<file path="config.mk">
export PLATFORM = sky130hd
export DESIGN_NAME = adder64_pipe
export DESIGN_NICKNAME = d
export VERILOG_FILES = /design/src/rtl/adder64_pipe.sv
export SDC_FILE = /design/constraint.sdc
export NUM_CORES = 1
export LEC_CHECK = 0
export ABC_AREA = 1
export CORE_MARGIN = 1
export CORE_UTILIZATION = 45
export DETAILED_ROUTE_END_ITERATION = 7
export GPL_TIMING_DRIVEN = 0
export HOLD_SLACK_MARGIN = 0.03
export PLACE_DENSITY = 0.71
export SLEW_MARGIN = 20
export SYNTH_ARGS = -nofsm -noshare
export SYNTH_HDL_FRONTEND = slang
export SYNTH_SLANG_ARGS = --single-unit
export TNS_END_PERCENT = 1
</file>
<file path="constraint.sdc">
create_clock -name clk -period 4.8 [get_ports clk]
set_clock_uncertainty 0.2 [all_clocks]
set_input_delay 0.96 -clock clk [delete_from_list [all_inputs] [get_ports clk]]
set_output_delay 0.96 -clock clk [all_outputs]
set_load 0.1 [all_outputs]
</file>
<file path="src/rtl/adder64_pipe.sv">
// adder64_pipe: registered WIDTH-bit two's-complement adder with a signed
// overflow flag, split into two carry-chained stages of WIDTH/2 bits each.
// Latency is 2 clocks and one operand pair is accepted every cycle.
// Optional feature macro ADDER64_SUB_EN adds a 'sub' input that selects
// A-B. The subtraction is computed as A+~B+1, with the +1 entering as the
// low-stage carry-in.
module adder64_pipe #(
  parameter int unsigned WIDTH = 64  // must be even; split point is WIDTH/2
) (
  input  logic             clk,
  input  logic             rst_n,
  input  logic             in_valid,
  input  logic [WIDTH-1:0] A,
  input  logic [WIDTH-1:0] B,
`ifdef ADDER64_SUB_EN
  input  logic             sub,
`endif
  output logic             out_valid,
  output logic [WIDTH-1:0] res,
  output logic             overflow
);

  localparam int unsigned HALF = WIDTH / 2;

  // Operation select and effective B operand
  logic             sub_c;
  logic [WIDTH-1:0] b_eff_c;
  logic [HALF:0]    lo_sum_c;

`ifdef ADDER64_SUB_EN
  assign sub_c = sub;
`else
  assign sub_c = 1'b0;
`endif

  // For subtraction B is inverted, so the sign test below stays the same
  // for both operations: overflow occurs when the effective operands share
  // a sign and the result's sign differs from it.
  assign b_eff_c  = sub_c ? ~B : B;
  assign lo_sum_c = {1'b0, A[HALF-1:0]} + {1'b0, b_eff_c[HALF-1:0]}
                  + (HALF+1)'(sub_c);

  // Stage-1 pipeline registers
  logic            s1_valid;
  logic [HALF-1:0] s1_lo;
  logic            s1_carry;
  logic [HALF-1:0] s1_a_hi;
  logic [HALF-1:0] s1_b_hi;

  // Stage 1: low-half add; high operand halves are carried alongside
  always_ff @(posedge clk) begin
    if (!rst_n) begin
      s1_valid <= 1'b0;
      s1_lo    <= '0;
      s1_carry <= 1'b0;
      s1_a_hi  <= '0;
      s1_b_hi  <= '0;
    end else begin
      s1_valid <= in_valid;
      if (in_valid) begin
        s1_lo    <= lo_sum_c[HALF-1:0];
        s1_carry <= lo_sum_c[HALF];
        s1_a_hi  <= A[WIDTH-1:HALF];
        s1_b_hi  <= b_eff_c[WIDTH-1:HALF];
      end
    end
  end

  // Stage-2 combinational high-half add and signed-overflow detect
  logic [HALF-1:0]  hi_sum_c;
  logic [WIDTH-1:0] res_c;
  logic             ovf_c;

  // The carry-out of the top bit is deliberately dropped
  assign hi_sum_c = s1_a_hi + s1_b_hi + HALF'(s1_carry);
  assign res_c    = {hi_sum_c, s1_lo};
  assign ovf_c    = (s1_a_hi[HALF-1] == s1_b_hi[HALF-1]) &&
                    (hi_sum_c[HALF-1] != s1_a_hi[HALF-1]);

  // Stage 2: output registers; the result holds while out_valid is low
  always_ff @(posedge clk) begin
    if (!rst_n) begin
      out_valid <= 1'b0;
      res       <= '0;
      overflow  <= 1'b0;
    end else begin
      out_valid <= s1_valid;
      if (s1_valid) begin
        res      <= res_c;
        overflow <= ovf_c;
      end
    end
  end

endmodule

</file>
; Word-level counts from Yosys, hierarchy flattened
; Index checks and enable logic that the tools add are counted.
[word_totals]
register_bits = 164
inputBits = 131
out_inout_bits = 66
wordCells = 14
[classes]
n_reduce_logical = 1
eq_ne = 2
add_sub_neg = 3
[op_table]
columns = op, count
row1 = adder 32 x 32 -> 33 bit, 1
row2 = adder 32 x 1 -> 32 bit, 1
row3 = adder 32 bit, 1
row4 = equality test 1 bit, 1
row5 = logical AND 1 bit, 1
row6 = != test 1 bit, 1

; Longest topological paths before layout
; Gate-level depths: netlist of run 1.
[logic_depth]
word_depth = 4
mapped_depth = 14
ltp_nobuf = 14

; Least setup slack after synthesis of run 1
; OpenSTA, ideal clock, no wires.
[synth_timing]
path_type = input port to flip-flop
start = input A[0]
end = register s1_lo[30]
n_path_buf = 0
setup_ps = 109
slack_ps = 2113
arrival_ps = 2378
t_required_ps = 4491
path_stages = 14
path_cell_list = ha_1 -> fa_1 -> nand3_1 -> nand2_1 -> nand2_1 -> nand2_1 -> nand3_1 -> nand2_1 -> nand2_1 -> nand2_1 -> nand2_1 -> nand3_1 -> nand2_1 -> inv_1
[synth_via]
elab_chain_len = 1
[synth_lines]
columns = element, line
row1 = "start, declared", 13  ; input logic [WIDTH-1:0] A,
row2 = adder 32 x 32 -> 33 bit, 40  ; assign lo_sum_c = {1'b0, A[HALF-1:0]} + {1'b0, b_eff_c[HALF-1:0]}
row3 = "end signal, assigned", 61  ; s1_lo <= lo_sum_c[HALF-1:0];
row4 = "end, declared", 45  ; logic [HALF-1:0] s1_lo;
; Every way passes these cells.
; A chain may end at the register's enable or synchronous reset.

; Final worst setup path of run 1
[layout_timing]
start = register res[43]
end = output res[43]
[layout_lines]
columns = element, line
row1 = "start, declared", 19  ; output logic [WIDTH-1:0] res,
row2 = "start signal, assigned", 89  ; res <= res_c;
; No word-level cell between the ends.

==> results.cfg, run 1 <==
[global_route]
antenna_found_initial = 0
grt_overflow = 0
grt_pass1_wl_mm = 52.0
grt_pass1_vias = 10236
grt_max_degree = 19
grtUsageTotal_pct = 28.5

[synthesis]
ys_warn_count = 0
netlist_area_sq_mm = 0.0103
synth.distinct_cells = 36
synth_compound_area_share_pct = 14.2
synth-seq-cells = 164
synth_fa_ha_area_share_pct = 8.15
ys_seq_area_share_pct = 32.0
synth_top_family_by_area = simple AND/OR/NAND/NOR gates
yosys.area_share.simple_pct = 32.3
synthesis.instances = 1647
synth_fp_nets = 1843
synthMuxAreaShare_pct = 0
synth_xor_area_share_pct = 2.13
synth_area_per_cell_sq_um = 6.23

[layout]
diodes = 0
layout-drive-gt1-share_pct = 4.11
areaGrowthSynthToFinish_pct = 28.0
final_nets = 2056
fin_util_pct = 59.4

[timing]
fmax_mhz = 316
worst_pin_slew_ns = 1.03
finalSetupViolations = 0
hold_viol_final = 0
drv_slew = 0
min_period_ns = 3.16
rsz0062_at_grt = false
setup_tns_ns = 0
max-slew-margin-rel_pct = 31.2
period_share_pct = 65.9

[power_and_ir_drop]
p_per_area_mw_per_mm2 = 309
leakage_nw = 6.62
p_sw_share_pct = 37.1
internal_power_w = 0.00256
switching_power_w = 0.00151
pwr-share-comb_pct = 29.4
ir_drop_uv = 217
pwr-share-seq_pct = 37.5
pwr-share-clk_pct = 33.1

[clocking]
cts.htree.levels = 4
holdBufCountCts = 0
clkLatencyLatePin_ns = 0.44
postCtsSetupBuffers = 0
cts_sinks = 164
ctsLongestPathBuffers = 2
root_buffer = clkbuf_16
ctsResizeCount = 0
cts_tree = done
clk_pin_slew_worst_paths_ns = 0.08
numCtsBuffers = 17

[route]
dr.first_iter.drc_count = 661
wl_per_cell_um = 15.2
antenna_left = 0
routed_wl_mm = 32.8
drt-vias-per-instance = 4.93
drt-pass1-iter-count = 5
drc = 0
vias = 10616

[place]
hpwlAfterDp_mm = 26.8
portBuffers = 194
routabilityCongestion = 0.961

[worst_setup_path]
cp-start-kind = flop
path_depth = 1
setup.worst_path.class = reg -> out
crit_start = res[43]
crit_chain = clkdlybuf4s50_1
cp_slowest_cell = clkdlybuf4s50_1
critical_path_arrival_ns = 2.00
critPathMaxFanout = 2
rr_endpoint = res[46]
worstPathRequired_ns = 3.64
cp_top_family = buffers and inverters
end_kind = primary output
r2r_start = s1_carry
cp_num_buf_inv = 1
r2r_slack_ns = 2.24
rr_worst_depth = 11
cp_slowest_stage_delay_ns = 1.17

[floorplan]
ios = 197
core_region_area_sq_mm = 0.0221
die-height_um = 153
die-area_sq_mm = 0.0234
die_width_um = 153
initial_core_util_pct = 46.4
num_rows = 54

[worst_hold_path]
hold-path-cell-count = 2
hold_start = s1_lo[23]
hold_class = reg -> reg
hold_path_end = res[23]

[flow_run]
maxCapViolCount = 0

[run_status]
outcome = finished clean
==> Yosys cell counts, drive strengths merged <==
cell type     instances  area share (%)
nand2               384              15
nor2                331              12
inv                 240             8.8
dfxtp               164              32
o21ai               162             8.0
a21oi               100             5.0
nand3                80             4.0
ha                   62             7.6
clkbuf               40             1.7
xor2                 21             1.8
buf                  12            0.63
nor3                 11            0.59
nand4                10            0.61
o21bai                9            0.66
xnor2                 4            0.34
fa                    3            0.59
o21a                  3            0.22
a21o                  2            0.15
a31oi                 2            0.12
nand3b                2            0.15
nor4                  2            0.12
dlymetal6s2s          1            0.12
o211ai                1           0.073
or2                   1           0.061
==> registers in the layout, summed over array words and instances (netlist names) <==
register   cells
s1_b_hi       32
res           64
out_valid      1
s1_valid       1
s1_a_hi       32
s1_lo         32
s1_carry       1
overflow       1
==> logic make-up (layout without fill, tap and decap cells) <==
| family | count (synthesis) | in the layout |
|---|---|---|
| compound gates | 279 | 279 |
| fa+ha+maj | 65 | 65 |
| flops | 164 | 164 |
| buf+inv | 293 | 518 |
| simple gates | 821 | 821 |
| xor+xnor | 25 | 25 |
==> layout by cell type, fill, tap and decap left out, drive strengths merged, types with 3 or more instances in the layout <==
master | Yosys | routed
a21oi | 100 | 100
buf | 12 | 12
clkbuf | 40 | 57
clkdlybuf4s50 | 0 | 194
clkinv | 0 | 5
dfxtp | 164 | 164
fa | 3 | 3
ha | 62 | 62
inv | 240 | 249
nand2 | 384 | 384
nand3 | 80 | 80
nand4 | 10 | 10
nor2 | 331 | 331
nor3 | 11 | 11
o21a | 3 | 3
o21ai | 162 | 162
o21bai | 9 | 9
xnor2 | 4 | 4
xor2 | 21 | 21
==> worst max path at each step <==
stage | to | slack (ns)
final | res[43] | 1.64
after global routing | res[15] | 1.60
after CTS | res[41] | 1.63
after detailed placement | s1_lo[30] | 1.35
after global placement | s1_lo[30] | 1.38
after floorplan | s1_lo[30] | 2.11
==> per-stage QoR <==
| stage | cells | power (W) | worst slack (ns) | instance area (sq um) | hold WS [ns] |
|---|---|---|---|---|---|
| final | 2152 | 0.00406 | 1.64 | 13100 | 0.257 |
| after global routing | 2152 | 0.00426 | 1.60 | 13100 | 0.277 |
| after CTS | 2152 | 0.00408 | 1.63 | 13100 | 0.261 |
| after detailed placement | 2121 | 0.00274 | 1.35 | 12500 | 0.250 |
| after global placement | 2121 | 0.00273 | 1.38 | 12500 | 0.241 |
| after floorplan | 1647 | 0.00236 | 2.11 | 10300 | 0.234 |
==> power by group through the flow <==
stage	Combinational [W]	Clock [W]	Sequential, W
2_1_floorplan	0.000554	0	0.00180
3_3_place_gp	0.00118	0	0.00155
3_5_place_dp	0.00119	0	0.00155
4_1_cts	0.00120	0.00136	0.00152
5_1_grt	0.00131	0.00142	0.00153
6_report	0.00120	0.00134	0.00152
==> metal layers <==
metal | global-route usage [%] | wire length (um) | up-vias
met5 | 0 | 0 | -
met4 | 11.5 | 1010 | 0
met3 | 3.18 | 1200 | 51
met2 | 53.7 | 16600 | 261
met1 | 32.5 | 14000 | 4705
li1 | - | - | 5599
==> final cells by class <==
class	count	area [sq um]
multi-input cells	1190	5830
flip-flops and latches	164	3280
repair buffers	194	1940
plain buffers	53	248
clock buffers	17	425
clock inverters	14	158
well taps	280	350
fillers	2206	8960
inverters	240	901
Power figures use the tool's default switching activity.
==> run 2: changes to the inputs <==
- PLACE_DENSITY: 0.71 -> 0.74
- clock period: 4.8 -> 2.7 ns (I/O delays scaled with it)
==> run 2 against run 1 <==
Net effect:
- via count is 1.7% higher
- count of clock-buffer cells in the layout is 1 higher
- cell area hardly changed
- hold slack hardly changed
- clock power is 78% higher
- first-iteration DRC count is 2.3% higher
- critical path type unchanged
==> results.cfg, run 2 (synthesis results as in run 1) <==
[worst_setup_path]
end_kind = primary output
rr_worst_depth = 13
cp_top_family = buffers and inverters
crit_chain = clkdlybuf4s50_1
cp_slowest_cell = clkdlybuf4s50_1
critical_path_arrival_ns = 1.95
cp_num_buf_inv = 1
path_depth = 1
worstPathRequired_ns = 1.96
r2r_start = s1_carry
crit_start = res[50]
cp-start-kind = flop
setup.worst_path.class = reg -> out
cp_slowest_stage_delay_ns = 1.14
endpoint = res[50]
r2r_slack_ns = 0.14
rr_endpoint = res[54]
critPathMaxFanout = 2

[clocking]
root_buffer = clkbuf_16
cts_tree = done
numCtsBuffers = 17
clk_pin_slew_worst_paths_ns = 0.07
holdBufCountCts = 0
clkLatencyLatePin_ns = 0.44
cts_sinks = 164
cts.htree.levels = 4
ctsLongestPathBuffers = 2

[route]
dr.first_iter.drc_count = 676
antenna_left = 0
wl_per_cell_um = 15.2
drt-pass1-iter-count = 6
vias = 10796
drc = 0
routed_wl_mm = 32.7
drt-vias-per-instance = 5.01

[worst_hold_path]
hold_class = reg -> reg

[layout]
regMostFlops = res
areaGrowthSynthToFinish_pct = 28.0
final_common_cell = nand2_1
layout-drive-gt1-share_pct = 4.16
n_fill_cell = 2159
diodes = 0
final_nets = 2056
largest_register_ffs = 64
mostFrequentLayoutCells = nand2_1, nor2_1, inv_1

[timing]
drv_slew = 0
max-slew-margin-rel_pct = 30.8
min_period_ns = 2.69
fmax_mhz = 372
period_share_pct = 99.6
fin_ws_ns = 0.0120
hold_viol_final = 0
finalSetupViolations = 0
rsz0062_at_grt = false
worst_pin_slew_ns = 1.03

[place]
portBuffers = 194
pre_cts_slack_ns = -0.345
hpwlAfterDp_mm = 26.4
routabilityCongestion = 0.917

[floorplan]
initial_core_util_pct = 46.4
ios = 197
die-area_sq_mm = 0.0234
die_width_um = 153
die-height_um = 153
core_region_area_sq_mm = 0.0221
num_rows = 54

[flow_run]
maxCapViolCount = 0

[run_status]
outcome = finished clean

[power_and_ir_drop]
p_total_w = 0.00722
p_per_area_mw_per_mm2 = 550
ir_drop_uv = 429
leakage_nw = 6.82

[global_route]
grt_max_degree = 17
grt_pass1_vias = 10510
antenna_found_initial = 0
grtUsageTotal_pct = 28.5
grt_overflow = 0
grt_pass1_wl_mm = 52.6
run 2: cell count changes in the layout (fill, tap and decap cells not counted), moves of 2 or more:
cell,change
clkinv_8,-4
inv_6,-2
clkinvlp_4,+4
dlygate4sd2_1,+17
dlymetal6s2s_1,+9
clkdlybuf4s50_1,-26
run 2: how the worst min path moves through the flow:
stage                     startpoint      end  slack (ns)  depth (start not counted)
final                      s1_lo[15]  res[15]        0.26                          2
after CTS                  s1_lo[15]  res[15]        0.26                          2
after global routing       s1_lo[22]  res[22]        0.28                          2
after detailed placement   s1_lo[18]  res[18]        0.25                          2
after floorplan            s1_lo[15]  res[15]        0.23                          2
after global placement     s1_lo[17]  res[17]        0.24                          2
run 2: report_power, final:
group | switching [W] | internal [W]
Combinational | 0.00142 | 0.000695
Clock | 0.00110 | 0.00129
Sequential | 0.000110 | 0.00260
run 2: per-layer routing:
metal  track usage [%]  vias to the layer above  share of wire [%]
li1                  -                     5602                  -
met1              33.4                     4850                 43
met2              53.0                      286                 50
met3              3.06                       58                3.9
met4              11.1                        0                2.9
met5                 0                        -                  0
run 2: metrics by stage:
step / instances / utilization, % / hold WS (ns) / setup TNS, ns / instance area, sq um
detailed placement: 2121 / 56.8 / 0.249 / -3.96 / 12500
global route: 2153 / 59.4 / 0.279 / 0 / 13100
finish: 2153 / 59.4 / 0.257 / 0 / 13100
global placement: 2121 / 56.8 / 0.241 / -3.10 / 12500
CTS: 2153 / 59.3 / 0.258 / 0 / 13100
floorplan: 1647 / - / 0.234 / 0 / 10300
run 2: cell type report:
type | instances | area (sq um) | area share [%]
clock buffer | 18 | 429 | 3.27
tap | 280 | 350 | 2.67
timing repair buffer | 194 | 1940 | 14.8
sequential | 164 | 3280 | 25.0
clock inverter | 14 | 140 | 1.07
inverter | 240 | 901 | 6.86
multi-input combinational | 1190 | 5840 | 44.4
buffer | 53 | 248 | 1.89
run 2: timing repair:
item	CTS	global route
setup endpoints to repair	17	16
setup buffers	0	0
pin swaps	0	0
gates resized for setup	17	11
==> run 3: changes to the inputs <==
- CAP_MARGIN: not set -> 20
- CORE_UTILIZATION: 45 -> 35
- GPL_ROUTABILITY_DRIVEN: not set -> 0
- PLACE_DENSITY: 0.74 -> not set
==> run 3 against run 2 <==
Net effect:
- die area increased by 28%
- critical path depth unchanged
- register-to-register slack improved by 0.06 ns
- total power increased by 0.93%
- hold slack improved by 0.0037 ns
- flip-flop and latch count unchanged
==> results.cfg, run 3 (synthesis results as in run 1) <==
[worst_setup_path]
setup.worst_path.class = reg -> out
cp_slowest_cell = clkdlybuf4s50_1
critPathMaxFanout = 2
r2r_start = s1_carry
rr_worst_depth = 11
critical_path_arrival_ns = 1.93
cp_slowest_stage_delay_ns = 1.14
crit_start = res[6]
worstPathRequired_ns = 1.96
crit_chain = clkdlybuf4s50_1
cp_num_buf_inv = 1
end_kind = primary output
cp-start-kind = flop
path_depth = 1
cp_top_family = buffers and inverters

[floorplan]
ios = 197
core_region_area_sq_mm = 0.0288
die-height_um = 173
die-area_sq_mm = 0.0300
initial_core_util_pct = 35.6
num_rows = 62
die_width_um = 173

[power_and_ir_drop]
p_total_w = 0.00728
ir_drop_uv = 368
p_per_area_mw_per_mm2 = 547
leakage_nw = 6.97

[layout]
fin_util_pct = 46.2
final_nets = 2056
mostFrequentLayoutCells = nand2_1, nor2_1, inv_1
largest_register_ffs = 64
layout-drive-gt1-share_pct = 4.27
diodes = 0
final_common_cell = nand2_1
regMostFlops = res
areaGrowthSynthToFinish_pct = 29.7

[worst_hold_path]
hold_start = s1_lo[20]
hold-path-cell-count = 2
hold_class = reg -> reg

[timing]
drv_slew = 0
worst_pin_slew_ns = 1.09
fmax_mhz = 374
max-slew-margin-rel_pct = 27.8
hold_viol_final = 0
rsz0062_at_grt = false
period_share_pct = 99.0
hold-worst-slack_ns = 0.261
finalSetupViolations = 0
min_period_ns = 2.67

[run_status]
outcome = finished clean

[clocking]
holdBufCountCts = 0
ctsLongestPathBuffers = 2
clkLatencyLatePin_ns = 0.44
cts.htree.levels = 4
numCtsBuffers = 17
root_buffer = clkbuf_16
clk_pin_slew_worst_paths_ns = 0.08
cts_sinks = 164
postCtsSetupBuffers = 0
ctsResizeCount = 26
cts_tree = done

[route]
drt-pass1-iter-count = 5
antenna_left = 0
routed_wl_mm = 32.6
drc = 0
dr.first_iter.drc_count = 548
drt-vias-per-instance = 4.73
vias = 10678
wl_per_cell_um = 14.5

[place]
portBuffers = 194
hpwlAfterDp_mm = 26.3

[flow_run]
maxCapViolCount = 0

[global_route]
grtUsageTotal_pct = 21.8
grt_overflow = 0
grt_pass1_wl_mm = 51.6
grt_max_degree = 20
antenna_found_initial = 0
grt_pass1_vias = 10300
-- run 3: cell types whose count changed in the layout (fill, tap and decap cells not counted), moves of 2 or more --
cell	before	now
clkdlybuf4s50_1	168	153
dlygate4sd2_1	17	26
dlymetal6s2s_1	10	16
clkinvlp_4	4	1
clkinv_8	0	6
inv_8	2	4
-- run 3: worst min-delay path: stages, from the launching register on --
cell     delay, ns
dfxtp_1       0.30
inv_1         0.06
a21oi_1       0.06
-- run 3: worst paths after layout --
path / end / slack [ns]
worst min-delay path: res[20] / 0.26
worst max-delay path: res[6] / 0.03
worst max register to register: res[46] / 0.20
worst min register to register: res[20] / 0.26
-- run 3: cell type report --
class / instances / area (sq um)
Buffer: 53 / 248
Clock buffer: 17 / 425
Clock inverter: 15 / 185
Fill cell: 2958 / 15500
Inverter: 240 / 901
Multi-Input combinational cell: 1190 / 5840
Sequential cell: 164 / 3280
Tap cell: 384 / 480
Timing Repair Buffer: 194 / 1950
-- run 3: layer usage --
metal / GRT usage (%) / vias to the layer above / wire [um]
li1: - / 5603 / -
met1: 26.1 / 4718 / 14400
met2: 38.9 / 310 / 15600
met3: 3.43 / 47 / 1690
met4: 8.26 / 0 / 961
met5: 0 / - / 0
-- run 3: per-stage QoR --
step	instances	instance area (sq um)	TNS, ns	worst slack [ns]
2_1_floorplan	1647	10300	0	0.433
3_3_place_gp	2225	12700	-2.70	-0.316
3_5_place_dp	2225	12700	-2.92	-0.319
4_1_cts	2257	13300	0	0.00166
5_1_grt	2257	13300	0	0.000543
6_report	2257	13300	0	0.0283
-- run 3: power by group --
group,total [W],internal [W],switching [W]
registers,0.00270,0.00260,0.000103
logic,0.00211,0.000688,0.00142
clock network,0.00247,0.00126,0.00121
total,0.00728,0.00455,0.00274
==> RTL change: new RTL, config.mk and constraints of run 3 <==
Build with the macro `ADDER64_SUB_EN` defined.
--- a/src/rtl/adder64_pipe.sv
+++ b/src/rtl/adder64_pipe.sv
@@ -4,6 +4,8 @@
 // Optional feature macro ADDER64_SUB_EN adds a 'sub' input that selects
 // A-B. The subtraction is computed as A+~B+1, with the +1 entering as the
 // low-stage carry-in.
+`define ADDER64_SUB_EN
+
 module adder64_pipe #(
   parameter int unsigned WIDTH = 64  // must be even; split point is WIDTH/2
 ) (
Ports: changed (added sub); port bits go from 197 to 198. No check against the original RTL was run, so the function may have changed too.
==> RTL change against run 3 <==
  * Area after synthesis increased by 6.7%
  * Total power up 6.2%
  * Register-to-register slack better by 0.06 ns
  * Worst setup slack improved by 0.0066 ns
  * Sequential cell count is the same
  * Design area grew 5.6%
  * Wire length rose by 7.3%
  * Fmax increased by 0.25%
  * Critical endpoint is now res[11]
  * Largest cell class unchanged
  * Largest power group unchanged
  * Highest routed layer unchanged
==> RTL change: results <==
set metrics [dict create \
    rr_endpoint "res[62]" \
    ys_seq_area_share_pct 30.01 \
    layout-drive-gt1-share_pct 5.615 \
    drtIter0Drc 711 \
    viasPerCell 4.745 \
    route.layer.met1.wl_um 15670 \
    grtUsageMet3_pct 2.926 \
    grt_max_degree 19 \
    clock_power_share_pct 31.2 \
    p_per_area_nw_per_um2 550.7 \
    peakVddDrop_mv 0.3143 \
    netlist_top_cells_area "dfxtp_1 30%, nand2_1 11%, nor2_1 11%" \
    swShare_pct 39.16 \
    dp_slack_ns -0.4504 \
    track_usage_pct 22.10 \
    dpl_cell_area_um2 13390 \
    whs_ns 0.2595 \
    endpoint "res[11]" \
    power_frac_seq_pct 35.3 \
    use_met1_pct 27.16 \
    synth_cells 1732 \
    worstHoldStart "s1_lo[26]" \
    leakage_nw 7.500 \
    grtUsageMet2_pct 39.51 \
    status "finished clean" \
    fillers 3240 \
    min_delay_worst_endpoint "res[26]" \
]
## RTL change: cell count changes after synthesis, moves of 4 or more
cell / run 3 / this run
o21ai_1: 2 / 6
buf_2: 7 / 14
a21oi_1: 98 / 108
xor2_1: 21 / 84
nand2_2: 21 / 25
nand2_1: 363 / 335
inv_1: 239 / 264
nor2_1: 326 / 321
nand3_1: 78 / 73
## RTL change: cell type report
cell class,count,area (µm²),area share (%)
multi-input cells,1241,6449,45.89
flip-flops and latches,164,3286,23.38
repair buffers,195,1972,14.03
clock inverters,14,152.6,1.086
plain buffers,59,264.0,1.879
well taps,396,495.5,3.526
clock buffers,18,429.2,3.054
inverters,268,1006,7.158
## RTL change: cells by family after synthesis
group	count (synthesis)	synth area share, %
xor gates and xnor gates	91	7.284
buffers and inverters	327	11.41
and+or+nand+nor	792	29.80
adders and majority gates	64	7.524
AOI/OAI and AO/OA	294	13.97
DFF	164	30.01
